### src/rtl/fact_pkg.sv
// Shared constants and types for the factorial accelerator.
package fact_pkg;

  // Word addresses of the register window
  localparam logic [1:0] ADDR_N      = 2'd0;
  localparam logic [1:0] ADDR_GO     = 2'd1;
  localparam logic [1:0] ADDR_STATUS = 2'd2;
  localparam logic [1:0] ADDR_RESULT = 2'd3;

  // Largest operand whose factorial fits in 32 bits (12! = 479001600)
  localparam int unsigned MAX_N_DEF = 12;

  // STATUS bit positions
  localparam int unsigned DONE_BIT = 0;
  localparam int unsigned ERR_BIT  = 1;
  localparam int unsigned BUSY_BIT = 2;

  typedef enum logic {
    IDLE = 1'b0,
    BUSY = 1'b1
  } state_e;

endpackage

### src/rtl/fact_cu.sv
// Control FSM for the factorial engine. The datapath strobes act on the
// same edge as the decision, so they are decoded from the current state.
module fact_cu
  import fact_pkg::*;
(
  input  logic clk,
  input  logic reset,
  input  logic i_start,
  input  logic i_n_gt_max,
  input  logic i_cnt_gt_1,
  output logic o_load,
  output logic o_dec_mul,
  output logic o_latch_result,
  output logic o_set_done,
  output logic o_set_err,
  output logic o_busy
);

  state_e r_state;

  // State register: IDLE -> BUSY on an accepted start, back when cnt reaches 1
  always_ff @(posedge clk or posedge reset) begin
    if (reset) begin
      r_state <= IDLE;
    end else begin
      unique case (r_state)
        IDLE: if (i_start && !i_n_gt_max) r_state <= BUSY;
        BUSY: if (!i_cnt_gt_1) r_state <= IDLE;
        default: r_state <= IDLE;
      endcase
    end
  end

  // Datapath strobes for the current edge
  always_comb begin
    o_load         = 1'b0;
    o_dec_mul      = 1'b0;
    o_latch_result = 1'b0;
    o_set_err      = 1'b0;
    unique case (r_state)
      IDLE: begin
        if (i_start) begin
          o_set_err = i_n_gt_max;
          o_load    = !i_n_gt_max;
        end
      end
      BUSY: begin
        o_dec_mul      = i_cnt_gt_1;
        o_latch_result = !i_cnt_gt_1;
      end
      default: ;
    endcase
    o_set_done = o_latch_result | o_set_err;
  end

  assign o_busy = (r_state == BUSY);

endmodule

### src/rtl/fact_accel.sv
// Memory-mapped factorial accelerator: register window plus iterative
// multiply datapath, sequenced by fact_cu.
module fact_accel
  import fact_pkg::*;
#(
  parameter int unsigned MAX_N = MAX_N_DEF
) (
  input  logic        clk,
  input  logic        reset,
  input  logic        we,
  input  logic [1:0]  a,
  input  logic [31:0] wd,
  output logic [31:0] rd,
  output logic        done
);

  logic [3:0]  r_n;
  logic        r_go;
  logic [3:0]  r_cnt;
  logic [31:0] r_prod;
  logic [31:0] r_result;
  logic        r_done;
  logic        r_err;

  logic        w_start;
  logic        w_n_gt_max;
  logic        w_cnt_gt_1;
  logic [31:0] w_mul;
  logic        w_load;
  logic        w_dec_mul;
  logic        w_latch_result;
  logic        w_set_done;
  logic        w_set_err;
  logic        w_busy;
  logic        w_unused_wd;

  assign w_start     = we && (a == ADDR_GO) && wd[0];
  assign w_n_gt_max  = ({28'd0, r_n} > MAX_N);
  assign w_cnt_gt_1  = (r_cnt > 4'd1);
  // 32x4 product, truncated; cannot overflow for accepted operands
  assign w_mul       = r_prod * {28'd0, r_cnt};
  assign w_unused_wd = ^wd[31:4];

  fact_cu u_cu (
    .clk            (clk),
    .reset          (reset),
    .i_start        (w_start),
    .i_n_gt_max     (w_n_gt_max),
    .i_cnt_gt_1     (w_cnt_gt_1),
    .o_load         (w_load),
    .o_dec_mul      (w_dec_mul),
    .o_latch_result (w_latch_result),
    .o_set_done     (w_set_done),
    .o_set_err      (w_set_err),
    .o_busy         (w_busy)
  );

  // Software-writable registers; STATUS and RESULT ignore writes
  always_ff @(posedge clk or posedge reset) begin
    if (reset) begin
      r_n  <= 4'd0;
      r_go <= 1'b0;
    end else if (we) begin
      unique case (a)
        ADDR_N:  r_n  <= wd[3:0];
        ADDR_GO: r_go <= wd[0];
        default: ;
      endcase
    end
  end

  // Engine datapath: operand load, multiply-down loop, result and flags
  always_ff @(posedge clk or posedge reset) begin
    if (reset) begin
      r_cnt    <= 4'd0;
      r_prod   <= 32'd0;
      r_result <= 32'd0;
      r_done   <= 1'b0;
      r_err    <= 1'b0;
    end else begin
      if (w_load) begin
        r_cnt  <= r_n;
        r_prod <= 32'd1;
        r_err  <= 1'b0;
        r_done <= 1'b0;
      end
      if (w_dec_mul) begin
        r_prod <= w_mul;
        r_cnt  <= r_cnt - 4'd1;
      end
      if (w_latch_result) r_result <= r_prod;
      if (w_set_err) begin
        r_err    <= 1'b1;
        r_result <= 32'd0;
      end
      if (w_set_done) r_done <= 1'b1;
    end
  end

  // Read word select
  always_comb begin
    rd = 32'd0;
    unique case (a)
      ADDR_N:      rd = {28'd0, r_n};
      ADDR_GO:     rd = {31'd0, r_go};
      ADDR_STATUS: begin
        rd[BUSY_BIT] = w_busy;
        rd[ERR_BIT]  = r_err;
        rd[DONE_BIT] = r_done;
      end
      ADDR_RESULT: rd = r_result;
      default:     rd = 32'd0;
    endcase
  end

  assign done = r_done;

endmodule

### config.mk
export PLATFORM = sky130hd
export DESIGN_NAME = fact_accel
export DESIGN_NICKNAME = d
export VERILOG_FILES = /design/src/rtl/fact_pkg.sv /design/src/rtl/fact_cu.sv /design/src/rtl/fact_accel.sv
export SDC_FILE = /design/constraint.sdc
export NUM_CORES = 1
export LEC_CHECK = 0
export ABC_AREA = 1
export ABC_CLOCK_PERIOD_IN_PS = 4120
export BUFFER_PORTS_ARGS = -buffer_cell sky130_fd_sc_hd__buf_2
export CORE_UTILIZATION = 60
export CTS_CLUSTER_DIAMETER = 30
export DETAILED_ROUTE_END_ITERATION = 7
export GPL_TIMING_DRIVEN = 0
export PLACE_DENSITY_LB_ADDON = 0.08
export SYNTH_ARGS = -nofsm -noshare
export SYNTH_HDL_FRONTEND = slang
export SYNTH_HIERARCHICAL = 1
export SYNTH_SLANG_ARGS = --single-unit
### constraint.sdc
create_clock -name clk -period 4.12 [get_ports clk]
set_input_delay 0.206 -clock clk [delete_from_list [all_inputs] [get_ports clk]]
set_output_delay 0.206 -clock clk [all_outputs]
set_load 0.01 [all_outputs]
# ---- Yosys cells after proc, flatten, opt, wreduce, memory -nomap -nowiden
# Cells that the tools add are included.
dict set report totals {
  word_cells 49
  output_inout_bits 33
  register_bits 76
  in_bits 37
}
dict set report op_classes {
  n_mul 1
  mux 20
  n_reduce_logical 12
  order_cmp 2
  bitwise_logic 2
  addsub 1
  eq_ne 3
}
# op n
set ops {}
lappend ops {{$mux W32} 4}
lappend ops {{$pmux W29 S2} 1}
lappend ops {{$mul A32 B4 Y32} 1}
lappend ops {{$pmux W3 S4} 1}
lappend ops {{$mux W1} 11}
lappend ops {{$mux W4} 2}
lappend ops {{$reduce_bool A2 Y1} 4}
lappend ops {{$eq A2 B2 Y1 const B} 2}
lappend ops {{$gt A4 B1 Y1 const B} 1}
lappend ops {{$gt A4 B4 Y1 const B} 1}
lappend ops {{$reduce_and A2 Y1} 2}
lappend ops {{$sub A4 B1 Y4 const B} 1}
lappend ops {{$logic_and A1 B1 Y1} 3}
lappend ops {{$eq A2 B1 Y1 const B} 1}
lappend ops {{$logic_not A1 Y1} 2}
lappend ops {{$logic_not A2 Y1} 1}
lappend ops {{$pmux W1 S2} 1}
lappend ops {{$not A1 Y1} 1}
lappend ops {{$or A1 B1 Y1} 1}

# ---- Logic depth before layout (Yosys ltp)
# Gate-level depths: netlist (run 1).
dict set report logic_depth {
  ltp_word 7
  ltp_mapped 20
  ltp_nobuf 18
}

# ---- Hierarchy
# The synthesis (run 1) kept the hierarchy.
# module area_per_inst_um2 cells_per_inst seq_area_each_um2 n_inst
set modules_own_cells {}
lappend modules_own_cells {fact_accel 7920.1 1228 1876.8 1}
lappend modules_own_cells {fact_cu 92.6 15 25.0 1}

# ---- Worst setup path after synthesis (run 1)
# OpenSTA, ideal clock, no wires.
dict set report synth_timing {
  path_type {register -> register}
  startpoint {reg r_cnt[3]}
  endpoint {reg r_prod[26]}
  n_path_buf 2
  slack_ns 0.734
  t_arrival_ns 3.269
  synth_period_minus_slack_ns 3.386
  path_stages_with_launch 18
  setup_ns 0.117
  t_required_ns 4.003
  path_cell_list {dfrtp_1 -> clkbuf_1 -> clkbuf_1 -> nand2_1 -> fa_1 -> fa_1 -> inv_1 -> fa_1 -> nand3_1 -> nand3_2 -> nand2_1 -> nand2_1 -> nand2_1 -> nand2_2 -> nand2_2 -> nand3_1 -> nand3_1 -> nand2_1}
}
dict set report synth_via {
  elab_chain_cells 3
  elab_cells_between_ends 5
  classes_between {1 x mul; 1 x order compare; 2 x mux; 1 x reduce/logical}
}
# element line_no
set synth_rtl {}
lappend synth_rtl {{start: declaration} fact_accel.sv:19} ;# logic [3:0] r_cnt;
lappend synth_rtl {{start signal: assignment} fact_accel.sv:82} ;# r_cnt <= r_n;
lappend synth_rtl {{start signal: assignment} fact_accel.sv:89} ;# r_cnt <= r_cnt - 4'd1;
lappend synth_rtl {{branches (longest 3 deep; another with $mul A32 B4 Y32)} n/a}
lappend synth_rtl {{end signal: assignment} fact_accel.sv:88} ;# r_prod <= w_mul;
lappend synth_rtl {{end: declaration} fact_accel.sv:20} ;# logic [31:0] r_prod;
# Parallel ways; which one is timed is not known.
# A chain may end at the register's enable or synchronous reset.

# ---- Worst setup path after layout (run 1)
dict set report layout_timing {
  startpoint {reg r_cnt[2]}
  endpoint {reg r_prod[30]}
}
# Same word-level chain as after synthesis.

==> reports/results.txt, run 1 <==
Status: finished clean
Post-detail-place hpwl: 16300 um
Worst Max-Slew Pin Slew: 0.702 ns
Seq/Total Area, Yosys: 23.7%
Final slew viol count: 0
Largest net degree at the start of global routing: 45
Top cells by instance count after synthesis: inv_1, nand2_1, dfrtp_1
Critical Path End Type: flop
Ant diodes: 0
Die Area: 13800 um^2
H-tree level count: 3
Via density: 5.00
I/O Buffers: 41
Most common cell in the netlist: inv_1
Worst-path clk slew: 0.06 ns
Area Overhead vs Synth: 9.87%
CTS tree: done
Synth Net Count: 1375
Static leakage: 5.77 nW
Initial Util: 62.5%
Final hold violations: 0
Rel. slew slack: 53.2%
Std cell rows: 41
Top area cells in the synthesized netlist: dfrtp_1, inv_1, nand2_1
Root Buffer: clkbuf_16
Setup CP Type: flop to flop
DRC errors left: 0
Clock latency at the later pin of the worst-skew pair: 0.36 ns
VDD IR-drop max: 0.401 mV
Setup_tns: 0 ns
Post-synth top area share: 23.7%
WP data required: 4.36 ns
Power per cell area: 513 nW/um^2
Fin Hold WS: 0.0986 ns
RSZ-0062 raised after global routing: no
DR pass1 iterations: 5
Filler Cell Count: 1202
WL/cell: 13.9 um
First-pass GRT wire length: 34700 um
Syn Inst Count: 1243
Clk sinks: 76
Min-Delay Path Class: primary input to flop
Syn avg cell area: 6.45 um^2
Async set-reset flop share out of synthesis: 100%
Routability cong.: 0.902
Yosys cell types: 35
Gr usage total: 31.9%
Syn. warnings: 6
Critical Path AT: 4.08 ns
Fmax: 260 MHz
Final WL: 20500 um
Core area: 12800 um^2
Final instance area: 8800 um^2
Ys flop type: dfrtp_1
Cell taking the most area after synthesis: dfrtp_1
Post-CTS Setup Repair Bufs: 0
Final design utilization: 68.6%
DP Area: 8460 um^2
Netlist Area Pre-Place: 8010 um^2
Number of max-cap violations: 0
1st-iter DRT viols: 523
Final Cycle Share: 93.3%
Final setup vio count: 0
Inserted Clock Buffers: 9
Worst-path fanout max: 10
Vias in the first global route: 7177
Die X: 118 um
Clk buf depth: 2
Number of top-level pins: 70
CP Launch Type: flop
Die H: 118 um
Layout cell share with drive strength beyond 1: 7.84%
Routed vias: 7366
FF+latch count, synth: 76
EDFF count, synth: 0
GRT Residual Overflow: 0
Routed Antenna Nets: 0
Initial antenna violation count: 0
Post-route minimum period: 3.84 ns
Layout Nets: 1428
Clock skew: 0.0128 ns
[worst max-delay path: stages, from the launching register on]
cell	delay [ns]
dfrtp_1	0.32
buf_2	0.16
clkbuf_1	0.56
nand2_1	0.16
fa_1	0.52
fa_1	0.54
inv_1	0.06
fa_1	0.50
nand3_1	0.11
nand3_2	0.12
nand3_1	0.11
nand3_2	0.11
nand2_1	0.15
nand3_1	0.11
nand3_1	0.14
nand2_1	0.06
[registers in the layout (all words and copies together), names as in the netlist]
register,cells
r_cnt,4
done,1
r_prod,32
r_n,4
r_go,1
u_cu/o_busy,1
r_result,32
r_err,1
[routing by layer]
layer  track usage [%]  wire [um]
met4              9.78        468
met2              52.1       9270
met5                 0          0
met3              6.25       1530
met1              43.0       9270
[power breakdown]
| group | internal (mW) | total, mW | switching [mW] |
|---|---|---|---|
| Sequential | 0.994 | 1.28 | 0.282 |
| Clock | 0.543 | 0.912 | 0.369 |
| Combinational | 0.758 | 2.33 | 1.57 |
[final timing paths]
| check | start | to | slack (ns) | depth (start not counted) |
|---|---|---|---|---|
| min | wd[3] | r_n[3]$_DFFE_PP0P_ | 0.1 | 3 |
| max reg2reg | r_cnt[2]$_DFFE_PP0P_ | r_prod[30]$_DFFE_PP0P_ | 0.28 | 15 |
| min in group asynchronous | reset | u_cu/o_busy$_DFF_PP0_ | 0.27 | 3 |
| max in group asynchronous | reset | r_result[13]$_DFFE_PP0P_ | 3.12 | 4 |
| max | r_cnt[2]$_DFFE_PP0P_ | r_prod[30]$_DFFE_PP0P_ | 0.28 | 15 |
| min reg2reg | r_n[0]$_DFFE_PP0P_ | r_n[0]$_DFFE_PP0P_ | 0.49 | 2 |
[cells by family (layout without fill, tap and decap cells)]
kind of cell	count (synthesis)	after routing	share of synthesized area, %
flops	76	76	23.7
xor+xnor	5	5	0.547
simple gates	511	511	26.5
compound gates	123	123	8.64
fa+ha+maj	95	95	20.2
buf+inv	433	491	20.4
[final cells by class]
class	count	area (um^2)	share of cell area, %
plain buffers	32	131	1.49
clock buffers	9	225	2.56
clock inverters	7	108	1.22
inverters	400	1500	17.1
well taps	172	215	2.44
flip-flops and latches	76	1900	21.6
repair buffers	43	243	2.76
multi-input cells	734	4480	50.8
[placed cells by master, fill, tap and decap left out, types with 3 or more instances in the layout]
master and instances:
o221ai_1 3, nor2_2 4, nand2_2 14, clkbuf_16 9
nand3_1 50, o21ai_1 3, buf_2 46, dfrtp_1 76
o22ai_1 25, clkbuf_1 25, nor3_1 5, nand3_2 8
o21ai_0 44, nand2_1 379, inv_1 396, o21bai_1 3
xnor2_1 3, fa_1 57, nor2_1 43, a21oi_1 37
ha_1 38, inv_2 3
[per-stage QoR]
| step | std cells | setup slack (ns) | total power, mW |
|---|---|---|---|
| after floorplan | 1243 | 0.734 | 2.88 |
| after global placement | 1456 | -0.0579 | 3.50 |
| after detailed placement | 1457 | -0.0721 | 3.57 |
| after global routing | 1473 | 0.0344 | 4.91 |
| after CTS | 1474 | 0.130 | 4.50 |
| final | 1473 | 0.278 | 4.52 |
[what timing repair did]
| action | in CTS | in global routing |
|---|---|---|
| hold endpoints to repair | 32 | 0 |
| gates resized for setup | 1 | 0 |
| hold buffers | 1 | 0 |
| endpoints found under the setup margin | 7 | 8 |
No activity file was read; power rests on OpenSTA's default activity.
==> inputs of run 2 (changes only) <==
--- a/config.mk
+++ b/config.mk
@@ -8,7 +8,8 @@
 export ABC_AREA = 1
 export ABC_CLOCK_PERIOD_IN_PS = 4120
 export BUFFER_PORTS_ARGS = -buffer_cell sky130_fd_sc_hd__buf_2
-export CORE_UTILIZATION = 60
+export CORE_MARGIN = 2
+export CORE_UTILIZATION = 50
 export CTS_CLUSTER_DIAMETER = 30
 export DETAILED_ROUTE_END_ITERATION = 7
 export GPL_TIMING_DRIVEN = 0
==> run 2 against run 1 <==
  * Setup slack worse by 0.067 ns
  * Sequential share of layout area stayed put
  * Final cell count is 3.0% higher
  * Clock skew is 0.0057 ns lower
  * Wire length is 3.4% higher
  * Sequential power hardly changed
  * Via count is 2.0% lower
  * Non-clock buffer count stayed put
  * Die area is 23% higher
  * Critical path type unchanged
  * Highest routed layer unchanged
==> reports/results.txt, run 2 (synthesized netlist as in run 1, its figures left out) <==
Static leakage: 5.74 nW
Clk buf depth: 2
GRT Residual Overflow: 0
Final hold violations: 0
Post-detail-place hpwl: 17000 um
Rel. slew slack: 51.5%
Via density: 4.76
Status: finished clean
Die X: 131 um
Die Area: 17100 um^2
Number of max-cap violations: 0
Worst-path fanout max: 13
DRC errors left: 0
Std cell rows: 46
Inserted Clock Buffers: 9
Final setup vio count: 0
Critical Path AT: 4.13 ns
Root Buffer: clkbuf_16
Filler Cell Count: 1658
Clk sinks: 76
Worst-path clk slew: 0.06 ns
DR pass1 iterations: 7
First-pass GRT wire length: 34900 um
Routed vias: 7216
GR Layer Usage met3: 4.80%
H-tree level count: 3
Most frequent cells in the layout: inv_1, nand2_1, dfrtp_1, fa_1, nand3_1
VDD IR-drop max: 0.341 mV
Layout Cells excl Fill: 1517
Layout Nets: 1428
Post-route minimum period: 3.91 ns
Gr busiest metal: met2
Commonest non-fill, non-tap cell in the layout: inv_1
Gr usage total: 26.9%
GRT met2 Usage: 41.7%
Final WL: 21200 um
Clock skew: 0.00706 ns
M1 GR Usage: 39.4%
Number of top-level pins: 70
CP Launch Type: flop
Clock latency at the later pin of the worst-skew pair: 0.35 ns
Placed cells: 1501
WP data required: 4.35 ns
Largest net degree at the start of global routing: 44
Worst Max-Slew Pin Slew: 0.727 ns
Routed Antenna Nets: 0
Vias in the first global route: 6801
Min-Delay Path Class: primary input to flop
I/O Buffers: 41
Final Cycle Share: 94.9%
Area Overhead vs Synth: 9.87%
Power per cell area: 496 nW/um^2
WL/cell: 14.0 um
Ant diodes: 0
Die H: 131 um
DP Area: 8520 um^2
1st-iter DRT viols: 519
Initial antenna violation count: 0
Layout cell share with drive strength beyond 1: 7.76%
Post-CTS Setup Repair Bufs: 0
Routability cong.: 0.899
Final instance area: 8800 um^2
Fmax: 256 MHz
Initial Util: 50.8%
Core area: 15800 um^2
Setup CP Type: flop to flop
Critical Path End Type: flop
CTS tree: done
Final slew viol count: 0
RSZ-0062 raised after global routing: no
Biggest regs: r_prod (32), r_result (32)
Setup_tns: 0 ns
[run 2: timing repair]
item / in CTS / in global routing
resized for setup: 1 / 0
gates cloned: 0 / 0
hold endpoints to repair: 33 / 0
hold buffers: 1 / 0
endpoints found under the setup margin: 7 / 12
[run 2: per-stage QoR]
| stage | setup WS (ns) | hold WS, ns | power [mW] | util (%) |
|---|---|---|---|---|
| after floorplan | 0.734 | -0.0653 | 2.88 | - |
| after global placement | -0.151 | 0.0522 | 3.56 | 53.8 |
| final | 0.211 | 0.121 | 4.37 | 55.8 |
| after CTS | 0.0598 | 0.117 | 4.39 | 55.8 |
| after detailed placement | -0.148 | 0.0734 | 3.60 | 54.0 |
| after global routing | 0.0208 | 0.140 | 4.80 | 55.8 |
[run 2: worst paths after layout]
| kind | start | end | slack [ns] | cells past startpoint |
|---|---|---|---|---|
| worst max-delay path | r_cnt[3]$_DFFE_PP0P_ | r_prod[28]$_DFFE_PP0P_ | 0.21 | 16 |
| worst min-delay path | wd[3] | r_n[3]$_DFFE_PP0P_ | 0.12 | 3 |
| worst max register to register | r_cnt[3]$_DFFE_PP0P_ | r_prod[28]$_DFFE_PP0P_ | 0.21 | 16 |
| worst min register to register | r_go$_DFFE_PP0P_ | r_go$_DFFE_PP0P_ | 0.49 | 2 |
| max in group asynchronous | reset | r_result[11]$_DFFE_PP0P_ | 3.09 | 4 |
| min in group asynchronous | reset | u_cu/o_busy$_DFF_PP0_ | 0.26 | 3 |
[run 2: metal layers]
layer / up-vias / share of wire, %
met5: - / 0
met3: 22 / 5.6
met2: 150 / 44
met1: 3340 / 49
met4: 0 / 1.7
li1: 3704 / -
[run 2: cell type report]
cell class              count  area [um^2]  area share (%)
clock inverters             6         48.8           0.554
plain buffers              32          131            1.49
well taps                 216          270            3.07
clock buffers              10          229            2.60
flip-flops and latches     76         1900            21.6
multi-input cells         734         4480            50.8
repair buffers             43          243            2.76
inverters                 400         1500            17.1
[run 2: power by group]
part	internal (mW)	switching [mW]	leakage (nW)
clock	0.415	0.357	0.131
combinational	0.753	1.57	4.61
sequential	0.994	0.281	1.01
total	2.16	2.21	5.74
[run 2: worst max-delay path, stage by stage, from the launching register on]
cell and delay [ns]:
dfrtp_1 0.56, clkbuf_2 0.34, nand2_1 0.11, inv_1 0.06, fa_1 0.52, inv_1 0.06
fa_1 0.53, inv_1 0.04, ha_1 0.36, nand2_1 0.10, nand2_1 0.10, a21oi_2 0.29
nand3_2 0.22, nand3_1 0.14, nand3_1 0.08, nand3_1 0.20, nand2_1 0.07
